File: src/rtl/dii_ring_pkt_fifo_pkg.sv
// Shared debug-ring types: flit layout, packet FIFO FSM states and default sizes.
package dii_package;
  localparam int DII_PKT_FIFO_DEPTH = 32;
  localparam int DII_PKT_MAX_LEN    = 16;
  localparam int DII_DATA_W         = 16;

  typedef struct packed {
    logic                  valid;
    logic                  last;
    logic [DII_DATA_W-1:0] data;
  } dii_flit;

  typedef enum logic {W_PASS, W_DROP} wr_state_e;
  typedef enum logic {R_IDLE, R_SEND} rd_state_e;
endpackage

File: src/rtl/dii_ring_pkt_fifo_mem.sv
// Flit storage: one synchronous write port, one asynchronous read port (distributed RAM).
module dii_pkt_fifo_mem #(
  parameter int DEPTH = 32,
  parameter int WIDTH = 17
) (
  input  logic                     clk,
  input  logic                     we_i,
  input  logic [$clog2(DEPTH)-1:0] waddr_i,
  input  logic [WIDTH-1:0]         wdata_i,
  input  logic [$clog2(DEPTH)-1:0] raddr_i,
  output logic [WIDTH-1:0]         rdata_o
);
  logic [WIDTH-1:0] mem_q [DEPTH];

  // Write port; contents are deliberately not reset.
  always_ff @(posedge clk) begin
    if (we_i) mem_q[waddr_i] <= wdata_i;
  end

  assign rdata_o = mem_q[raddr_i];
endmodule

File: src/rtl/dii_ring_pkt_fifo.sv
// Store-and-forward packet buffer between two debug-ring segments.
// Packets are only presented downstream once their last flit is stored;
// over-long packets are truncated with a forced last and the tail dropped.
module dii_ring_pkt_fifo
  import dii_package::*;
#(
  parameter int DEPTH       = DII_PKT_FIFO_DEPTH,
  parameter int MAX_PKT_LEN = DII_PKT_MAX_LEN
) (
  input  logic                   clk,
  input  logic                   rst_n,
  input  logic                   in_valid,
  input  logic                   in_last,
  input  logic [15:0]            in_data,
  output logic                   in_ready,
  output logic                   out_valid,
  output logic                   out_last,
  output logic [15:0]            out_data,
  input  logic                   out_ready,
  output logic [$clog2(DEPTH):0] pkt_count,
  output logic                   oversize_err
);
  localparam int AW = $clog2(DEPTH);
  localparam int CW = AW + 1;
  localparam int LW = $clog2(MAX_PKT_LEN);
  localparam logic [CW-1:0] DEPTH_C  = CW'(DEPTH);
  localparam logic [LW-1:0] LEN_LAST = LW'(MAX_PKT_LEN - 1);

  wr_state_e     w_q, w_d;
  rd_state_e     r_q, r_d;
  logic [AW-1:0] wptr_q, rptr_q;
  logic [CW-1:0] occ_q, occ_d, pkt_q, pkt_d;
  logic [LW-1:0] wlen_q, wlen_d;
  logic          err_q, err_d;
  logic          wr_acc, wr_en, wr_last, force_last, rd_en;
  logic [16:0]   rd_entry;
  dii_flit       head;

  // Head of queue is valid only while a complete packet is stored.
  assign head       = {pkt_q != '0, rd_entry};
  assign out_valid  = head.valid;
  assign out_last   = head.last;
  assign out_data   = head.data;
  // Dropping ignores occupancy; reset holds the upstream off.
  assign in_ready   = rst_n & ((w_q == W_DROP) | (occ_q != DEPTH_C));

  assign wr_acc     = in_valid & in_ready;
  assign force_last = (wlen_q == LEN_LAST) & ~in_last;
  assign wr_last    = in_last | force_last;
  assign wr_en      = wr_acc & (w_q == W_PASS);
  assign rd_en      = out_valid & out_ready;

  assign pkt_count    = pkt_q;
  assign oversize_err = err_q;

  dii_pkt_fifo_mem #(.DEPTH(DEPTH), .WIDTH(17)) u_mem (
    .clk     (clk),
    .we_i    (wr_en),
    .waddr_i (wptr_q),
    .wdata_i ({wr_last, in_data}),
    .raddr_i (rptr_q),
    .rdata_o (rd_entry)
  );

  // Writer FSM, length counter, occupancy and packet count.
  always_comb begin
    w_d    = w_q;
    wlen_d = wlen_q;
    err_d  = err_q;
    occ_d  = occ_q + CW'(wr_en) - CW'(rd_en);
    pkt_d  = pkt_q + CW'(wr_en & wr_last) - CW'(rd_en & out_last);
    case (w_q)
      W_PASS: if (wr_acc) begin
        wlen_d = wr_last ? '0 : wlen_q + LW'(1);
        if (force_last) begin
          w_d   = W_DROP;
          err_d = 1'b1;
        end
      end
      W_DROP: if (wr_acc && in_last) w_d = W_PASS;
      default: w_d = W_PASS;
    endcase
  end

  // Reader FSM: tracks whether packets are in flight downstream.
  always_comb begin
    r_d = r_q;
    case (r_q)
      R_IDLE: if (pkt_q != '0) r_d = R_SEND;
      R_SEND: if (rd_en && out_last && pkt_d == '0) r_d = R_IDLE;
      default: r_d = R_IDLE;
    endcase
  end

  // State registers, pointers and counters.
  always_ff @(posedge clk or negedge rst_n) begin
    if (!rst_n) begin
      w_q    <= W_PASS;
      r_q    <= R_IDLE;
      wptr_q <= '0;
      rptr_q <= '0;
      occ_q  <= '0;
      pkt_q  <= '0;
      wlen_q <= '0;
      err_q  <= 1'b0;
    end else begin
      w_q    <= w_d;
      r_q    <= r_d;
      occ_q  <= occ_d;
      pkt_q  <= pkt_d;
      wlen_q <= wlen_d;
      err_q  <= err_d;
      if (wr_en) wptr_q <= wptr_q + AW'(1);
      if (rd_en) rptr_q <= rptr_q + AW'(1);
    end
  end
endmodule

File: config.mk
export PLATFORM = sky130hd
export DESIGN_NAME = dii_ring_pkt_fifo
export DESIGN_NICKNAME = d
export VERILOG_FILES = /design/src/rtl/dii_ring_pkt_fifo_pkg.sv /design/src/rtl/dii_ring_pkt_fifo_mem.sv /design/src/rtl/dii_ring_pkt_fifo.sv
export SDC_FILE = /design/constraint.sdc
export NUM_CORES = 1
export LEC_CHECK = 0
export BUFFER_PORTS_ARGS = -buffer_cell sky130_fd_sc_hd__buf_2
export CORE_UTILIZATION = 64
export DETAILED_ROUTE_END_ITERATION = 16
export PLACE_DENSITY_LB_ADDON = 0.3
export REMOVE_ABC_BUFFERS = 1
export SLEW_MARGIN = 5
export SYNTH_ARGS = -nofsm -noshare
export SYNTH_HDL_FRONTEND = slang
export SYNTH_SLANG_ARGS = --single-unit
export TNS_END_PERCENT = 20
File: constraint.sdc
create_clock -name clk -period 5.98 [get_ports clk]
set_input_delay 0.299 -clock clk [delete_from_list [all_inputs] [get_ports clk]]
set_output_delay 0.299 -clock clk [all_outputs]
set_load 0.05 [all_outputs]
==> results of run 1 <==
[metal layers]
metal	vias up	routed length, um	share of wire (%)	track usage, %
met2	565	23010	48	42.84
li1	4976	-	-	-
met3	102	3942	8.2	6.275
met1	5900	19480	41	38.00
met5	-	0	0	0
met4	0	1554	3.2	9.969
[stage by stage]
stage	setup WS (ps)	power, W	cell area (um^2)
final	1354	0.01178	25090
after global routing	1128	0.01222	25090
after CTS	1293	0.01181	25080
after detailed placement	1863	0.008745	23480
after global placement	1916	0.008665	23480
after floorplan	-2491	0.008097	22380
[report_power, final]
part | total (W) | internal (W) | switching [W]
registers | 0.00486 | 0.00459 | 0.000266
clock network | 0.00308 | 0.00171 | 0.00136
logic | 0.00385 | 0.00146 | 0.00239
total | 0.0118 | 0.00776 | 0.00402
[critical path, delay by kind of cell (launching register included)]
kind,cells,cell delay [ps]
DFF,1,880
AOI/OAI and AO/OA,1,250
muxes,1,170
and+or+nand+nor,2,310
buffers and inverters,3,2090
[cells in the mapped netlist, types with 3 or more instances]
cell and instances:
a21o_1 5, a21oi_1 5, a22oi_1 52, a31oi_1 3
and2_1 3, buf_1 5, buf_2 21, buf_4 15
clkbuf_1 20, dfrtp_1 28, edfxtp_1 544, ha_1 22
inv_1 24, mux2_2 33, mux2i_1 144, mux4_2 66
nand2_1 82, nand3_1 19, nand3b_1 4, nand4_1 36
nor2_1 41, nor2b_1 6, o21ai_0 4, xnor2_1 12
[cells by family (layout without fill, tap and decap cells)]
family / count (synthesis) / count (layout)
XOR/XNOR: 14 / 14
multiplexers: 243 / 243
adder cells (fa/ha/maj): 24 / 24
AND/OR/NAND/NOR: 198 / 198
AO/OA/AOI/OAI: 80 / 80
flip-flops: 572 / 572
buffers and inverters: 87 / 194
[registers in the layout (all words and copies together) (netlist names)]
name and count:
pkt_count 6, w_q 1, oversize_err 1, u_mem.mem_q 544
wptr_q 5, wlen_q 4, rptr_q 5, occ_q 6
[worst max-delay path by stage]
| stage | from | endpoint | slack [ps] |
|---|---|---|---|
| finish | rptr_q[1] | out_data[9] | 1350 |
| global route | rptr_q[1] | out_data[12] | 1130 |
| CTS | rptr_q[1] | out_data[9] | 1290 |
| detailed placement | rptr_q[0] | pkt_count[5] | 1860 |
| global placement | rptr_q[0] | pkt_count[5] | 1920 |
| floorplan | rptr_q[1] | pkt_count[5] | -2490 |
[area by class of cell]
type                       instances  area (um^2)
sequential                       572        17050
clock inverter                    14        72.57
fill                            2024         9627
inverter                          25        93.84
tap                              455        569.3
timing repair buffer              75        457.9
multi-input combinational        559         5358
clock buffer                      80         1490
[repair_timing]
item	4_1_cts	5_1_grt
setup endpoints to repair	0	0
endpoints found under the hold margin	30	0
hold buffers	4	0
==> qor.yml, run 1 <==
status: "completed"
cellPowerDensity_nw_per_um2: 469.6
rsz0062_at_grt: "false"
min_path_type: "in -> reg"
synth_edf_count: 544
first_global_vias: 11438
rr_worst_depth: 12
cp.required_ps: 5680
finalSetupViolations: 0
path_cells: "buf_4, buf_4, mux2i_1, a22oi_1, nand3_1, nand4_1, buf_2"
synth_xor_area_share_pct: 0.5401
antenna_found_initial: 0
drc: 0
cts_max_level: 2
vias: 11543
crit_path_end_kind: "output port"
vdd_drop_max_mv: 0.4067
layout_min_cycle_time_ps: 4626
syn2layout_area_growth_pct: 10.50
synthesis.area_um2: 22700
overflow: 0
r2r_end: "pkt_count[5]"
grt_pass1_wl_um: 71100
layout_common_cells: "edfxtp_1, mux2i_1, nand2_1"
cp_common_cell: "buf_4"
synth_sequential_area_ratio_pct: 75.04
hold_path_end: "u_mem.mem_q[5][2]"
cts_root_buffer: "clkbuf_16"
async_flop_share_pct: 4.895
ant_nets: 0
dieWidth_um: 190.3
die_y_um: 190.3
final_common_cell: "edfxtp_1"
cts_buffers: 53
hpwl_um: 26940
hold_path_depth: 1
clk_latency_ps: 590
start_util_pct: 65.40
diodes: 0
synthMuxAreaShare_pct: 14.53
hold_viol_final: 0
clkTransAtPathRegs_ps: 60
fin_crit_sh_pct: 77.36
cp_slowest_cell: "buf_4"
worstPathArrival_ps: 4330
fmax_ghz: 0.2162
cts_resized: 0
synthCells: 1218
portBuffers: 46
slew-limit-headroom_pct: 13.67
gp_congestion: 0.7785
grt.total_usage_pct: 27.30
critPathMaxFanout: 68
grt_max_degree: 69
clock-sinks: 572
pin_count: 47
stdcell_count: 1780
setup_tns_ps: 0
max_cap_viol_count: 0
vias_per_cell: 6.485
wire_per_inst_um: 26.96
utilization_pct: 72.27
die_area_um2: 36230
skew_ps: 29.63
synth_top_area_share_pct: 71.95
p_leak_nw: 8.390
nets: 1331
synth_area_leader_cell: "edfxtp_1"
postCtsSetupBuffers: 0
tightest_slew_ps: 1294
synth_simple_gate_area_share_pct: 4.067
reg2reg_setup_slack_ps: 1840
num_rows: 68
crit_type: "reg -> out"
drive_gt1_share_pct: 20.75
synth.avg_cell_area_um2: 18.64
cts_tree: "built"
core_um2: 34710
timing.rr.start: "rptr_q[0]"
wl_um: 47990
synthAdderAreaFrac_pct: 1.389
ys_ff_latch: 572
min_from: "in_data[2]"
slew_viol_final: 0
synth_top_family_by_area: "multiplexers"
place_inst: 1682
start_kind: "register"
cts.path.max_buffers: 3
yosysWarnings: 0
synth_cell_type_count: 44
synth_compound_area_share_pct: 2.596
ys_top_cells_by_area: "edfxtp_1, mux4_2, mux2i_1"
synth_flop_cell: "edfxtp_1"
dr.pass1.iters: 5
drt_iter0_drc: 1231
crit_path_max_incr_delay_ps: 910
whs_ps: 250.3
Note: power is estimated with default switching activity, not from simulation.
==> run 2, diff against run 1 <==
--- a/config.mk
+++ b/config.mk
@@ -5,8 +5,9 @@
 export SDC_FILE = /design/constraint.sdc
 export NUM_CORES = 1
 export LEC_CHECK = 0
+export ABC_AREA = 1
 export BUFFER_PORTS_ARGS = -buffer_cell sky130_fd_sc_hd__buf_2
-export CORE_UTILIZATION = 64
+export CORE_UTILIZATION = 62
 export DETAILED_ROUTE_END_ITERATION = 16
 export PLACE_DENSITY_LB_ADDON = 0.3
 export REMOVE_ABC_BUFFERS = 1
==> constraint.sdc (replaced) <==
create_clock -name clk -period 4.8 [get_ports clk]
set_input_delay 0.24 -clock clk [delete_from_list [all_inputs] [get_ports clk]]
set_output_delay 0.24 -clock clk [all_outputs]
set_load 0.05 [all_outputs]
==> run 2 against run 1 <==
  * Routed wire length is 17% higher
  * Sequential share of layout area is 2.0 points lower
  * Non-clock buffer count is 23 higher
  * First-iteration DRC count is 67% higher
  * Critical path depth is 2 higher
  * Global-route usage is 2.5 points higher
  * Die area is 6.3% higher
==> qor.yml, run 2 <==
status: "completed"
power_frac_clock_pct: 25.2
slew-limit-headroom_pct: 32.86
fmax_ghz: 0.2488
seqPwrFrac_pct: 38.2
grt.total_usage_pct: 29.80
synthesis.area_um2: 23390
largest_reg_flops: 544
seq_area_um2: 17040
yosysWarnings: 0
crit_path_end_kind: "output port"
cts_tree: "built"
slew_viol_final: 0
clock-sinks: 572
synthAdderAreaFrac_pct: 1.348
vias_per_cell: 6.039
r2r_end: "pkt_count[4]"
num_rows: 70
power.share.switching_pct: 39.89
drc: 0
start_util_pct: 63.44
wl_um: 56210
yosys-top-cells-count: "edfxtp_1, nor2_1, nand2_1"
busiest_layer: "met2"
finalSetupViolations: 0
dr.pass1.iters: 7
synth_top_family_by_area: "simple AND/OR/NAND/NOR gates"
cts.path.max_buffers: 3
nets: 2105
reg2reg_setup_slack_ps: 1090
layout_min_cycle_time_ps: 4019
hold_path_depth: 3
critical-path-top-delay-family: "buffers and inverters"
rr_worst_depth: 15
top_register: "u_mem.mem_q"
crit_type: "reg -> out"
yosysMostFrequentCell: "edfxtp_1"
place_inst: 2502
synth.avg_cell_area_um2: 11.61
cp.required_ps: 4560
placed_area_um2: 24190
cp_slowest_cell: "dfrtp_4"
die_y_um: 196.2
synth_sequential_area_ratio_pct: 72.83
multi_input_area_um2: 5619
hold_viol_final: 0
synth_area_leader_cell: "edfxtp_1"
ys_top_cells_by_area: "edfxtp_1, nor2_1, nand2_1"
start_kind: "register"
fin_crit_sh_pct: 83.73
fin_area_um2: 25860
cts_buffers: 55
layout_common_cells: "edfxtp_1, nor2_1, nand2_1"
synth_flop_cell: "edfxtp_1"
clkTransAtPathRegs_ps: 60
skew_ps: 17.36
tightest_slew_ps: 1005
synthMuxAreaShare_pct: 0
ant_nets: 0
core_um2: 36870
syn2layout_area_growth_pct: 10.57
grt_pass1_wl_um: 85920
pin_count: 47
p_leak_nw: 9.424
synth_compound_area_share_pct: 5.253
timing.rr.start: "rptr_q[1]"
clk_latency_ps: 600
p_sw_w: 0.006298
critPathMaxFanout: 169
cts_max_level: 2
grtUsageMet2_pct: 46.61
whs_ps: 75.85
drt_iter0_drc: 2059
p_int_w: 0.009493
ys_ff_latch: 572
async_flop_share_pct: 4.895
portBuffers: 46
synth_xor_area_share_pct: 0.4868
hold_path_end: "rptr_q[0]"
overflow: 0
final_common_cell: "edfxtp_1"
met3_usage_pct: 5.054
drive_gt1_share_pct: 7.916
cellPowerDensity_nw_per_um2: 610.5
synth_cell_type_count: 22
max_cap_viol_count: 0
stdcell_count: 2601
cts_root_buffer: "clkbuf_16"
hpwl_um: 30740
crit_path_max_incr_delay_ps: 720
grt_max_degree: 170
die_area_um2: 38510
synthCells: 2015
synth_simple_gate_area_share_pct: 16.91
vias: 15707
filler_cell_count: 2450
synth_top_area_share_pct: 69.84
wire_per_inst_um: 21.61
antenna_found_initial: 0
vdd_drop_max_mv: 0.5538
path_cells: "inv_6, buf_12, o21ai_0, nand3_1, nand3_1, nand2_1, nand2_1, inv_1, buf_2"
diodes: 0
gp_congestion: 0.8968
combPwrFrac_pct: 36.6
utilization_pct: 70.15
rsz0062_at_grt: "false"
min_from: "out_ready"
gr-usage-met1_pct: 42.19
synth_edf_count: 544
worstPathArrival_ps: 3780
dieWidth_um: 196.2
min_path_type: "in -> reg"
crit_buf_inv: 4
first_global_vias: 15200
crit_start: "rptr_q[0]"
-- run 2: cell families after synthesis --
| group | Yosys count |
|---|---|
| buf+inv | 184 |
| xor+xnor | 13 |
| simple gates | 978 |
| compound gates | 244 |
| flops | 572 |
| fa+ha+maj | 24 |
-- run 2: repair_timing --
item / in CTS / in global routing
hold endpoints to repair: 30 / 0
resized for setup: 0 / 0
setup buffers: 0 / 0
hold buffers: 5 / 0
-- run 2: worst register-to-register path: stages, from the launching register on --
cell	delay [ps]
dfrtp_4	750
inv_4	650
nand3_1	200
nand3_1	120
nand2_1	70
nor2_1	160
nand2_1	70
nand2_1	120
nor2_1	60
ha_1	280
inv_1	40
ha_1	200
fa_1	430
a21oi_1	150
o21ai_0	120
xor2_1	160
-- run 2: cell type report --
class	instances	area share, %
clock buffer	66	5.563
timing repair buffer	98	2.545
tap	504	2.438
multi-input combinational	1259	21.73
clock inverter	28	0.7305
sequential	572	65.90
inverter	74	1.103
-- run 2: worst max path at each step --
stage	to	slack (ps)	cells after the start
floorplan	pkt_count[4]	-5500	16
global placement	pkt_count[4]	1220	15
detailed placement	pkt_count[4]	1160	15
CTS	out_data[10]	780	9
global route	out_data[10]	480	9
finish	out_data[10]	780	9
-- run 2: layer usage --
layer,up-vias,wire (um)
met5,-,0
met4,0,1796
met3,126,6033
met2,926,26580
met1,7601,21810
li1,7054,-
-- run 2: power groups by stage --
stage,registers [W],logic (W),clock network [W]
detailed placement,0.00612,0.00566,0
floorplan,0.00637,0.00375,0
global placement,0.00611,0.00551,0
CTS,0.00602,0.00571,0.00401
global route,0.00605,0.00634,0.00418
finish,0.00603,0.00578,0.00398
-- run 2: metrics by stage --
stage                     setup slack (ps)  total power (W)  setup TNS [ps]
after floorplan                      -5501          0.01012         -113170
after global placement                1220          0.01162               0
after detailed placement              1161          0.01179               0
after CTS                            784.3          0.01574               0
after global routing                 475.2          0.01658               0
final                                781.0          0.01579               0
==> run 3, diff against run 2 <==
==> constraint.sdc (replaced) <==
create_clock -name clk -period 4.1 [get_ports clk]
set_input_delay 0.205 -clock clk [delete_from_list [all_inputs] [get_ports clk]]
set_output_delay 0.205 -clock clk [all_outputs]
set_load 0.05 [all_outputs]
==> run 3 against run 2 <==
  * Cell count up 0.27%
  * Routed wire length up 1.5%
  * First-iteration DRC count up 4.3%
  * Core utilization up 0.30 points
  * Worst hold slack better by 20 ps
  * Design area up 0.43%
  * Clock power up 22%
  * Count of clock-buffer cells in the layout up 2
  * Highest routed layer unchanged
  * Non-clock buffer count up 7
  * Critical path depth up 1
==> qor.yml, run 3 (same netlist as run 2, synthesis figures left out) <==
crit_path_end_kind: "output port"
timing.rr.start: "rptr_q[0]"
rr_worst_depth: 15
dr.pass1.iters: 7
filler_cell_count: 2483
slew_viol_final: 0
max_cap_viol_count: 0
nets: 2111
crit_type: "reg -> out"
largest_reg_flops: 544
layout_min_cycle_time_ps: 3833
cts_buffers: 54
drive_gt1_share_pct: 8.317
dp_slack_ps: 757.3
pin_count: 47
clk_latency_ps: 610
grt.total_usage_pct: 30.52
vias_per_cell: 5.999
vias: 15645
cp.required_ps: 3890
crit_path_end: "out_data[4]"
reg2reg_setup_slack_ps: 680
final_common_cell: "edfxtp_1"
tightest_slew_ps: 926.4
die_y_um: 196.2
crit_start: "rptr_q[1]"
clkTransAtPathRegs_ps: 70
cellPowerDensity_nw_per_um2: 719.7
critPathMaxFanout: 54
wl_um: 57040
portBuffers: 46
grt_max_degree: 133
fmax_ghz: 0.2609
syn2layout_area_growth_pct: 11.05
die_area_um2: 38510
wire_per_inst_um: 21.87
utilization_pct: 70.45
num_rows: 70
status: "completed"
grt_pass1_wl_um: 87840
finalSetupViolations: 0
fin_ws_ps: 267.4
core_um2: 36870
ant_nets: 0
hold_viol_final: 0
cts_max_level: 2
met3_usage_pct: 6.000
postCtsSetupBuffers: 0
drc: 0
r2r_end: "pkt_count[4]"
worstPathArrival_ps: 3630
vdd_drop_max_mv: 0.4463
cts.path.max_buffers: 3
first_global_vias: 15480
placed_area_um2: 24240
top_register: "u_mem.mem_q"
min_path_type: "in -> reg"
stdcell_count: 2608
cts_root_buffer: "clkbuf_16"
seq_area_um2: 17040
overflow: 0
busiest_layer: "met2"
diodes: 0
p_leak_nw: 9.473
place_inst: 2509
antenna_found_initial: 0
hpwl_um: 30780
start_kind: "register"
fin_crit_sh_pct: 93.48
clock-sinks: 572
dieWidth_um: 196.2
slew-limit-headroom_pct: 38.24
cts_tree: "built"
gr-usage-met1_pct: 42.85
multi_input_area_um2: 5619
skew_ps: 25.26
drt_iter0_drc: 2148
gp_congestion: 0.8374
layout_common_cells: "edfxtp_1, nor2_1, nand2_1"
fin_area_um2: 25980
start_util_pct: 63.44
rsz0062_at_grt: "false"
power.total_w: 0.01870
grtUsageMet2_pct: 47.25
## run 3: worst min path at each step
stage / start / endpoint / slack, ps / cells past startpoint
final: out_ready / rptr_q[0] / 100 / 3
after global routing: out_ready / rptr_q[0] / 100 / 3
after CTS: out_ready / rptr_q[0] / 70 / 3
after detailed placement: rst_n / pkt_count[4] / 280 / 2
after global placement: rst_n / pkt_count[4] / 270 / 2
after floorplan: rst_n / occ_q[0] / -90 / 0
## run 3: area by class of cell
cell class	count	share of cell area [%]
clock buffer	68	5.486
tap	504	2.428
inverter	74	1.098
clock inverter	26	0.9778
sequential	572	65.61
timing repair buffer	105	2.765
multi-input combinational	1259	21.63
## run 3: power by group
part	internal, W	total, W	switching (W)
Sequential	0.00670	0.00694	0.000234
Clock	0.00276	0.00484	0.00209
Combinational	0.00182	0.00691	0.00509
## run 3: repair_timing
item | CTS | global route
resized for setup | 0 | 2
hold buffers | 5 | 0
setup endpoints to repair | 0 | 14
endpoints found under the hold margin | 30 | 0
## run 3: routing by layer
layer | vias up | wire length, um | part of all wire (%)
li1 | 7076 | - | -
met1 | 7573 | 22180 | 39
met2 | 846 | 26810 | 47
met3 | 150 | 5936 | 10
met4 | 0 | 2110 | 3.7
met5 | - | 0 | 0
## run 3: critical path, cell delays in order, from the launching register on
cell     delay [ps]
dfrtp_4         630
inv_4           400
buf_4           630
nand3_1         140
nand3_1         130
nand2_1          60
a21oi_1         390
nand2_1         180
nand2_1         150
inv_1            60
buf_2           210
## run 3: stage by stage
stage | TNS (ps) | hold slack (ps)
final | 0 | 96.01
after global routing | 0 | 97.73
after CTS | 0 | 74.15
after detailed placement | 0 | 281.0
after global placement | 0 | 273.3
after floorplan | -132170 | -90.59
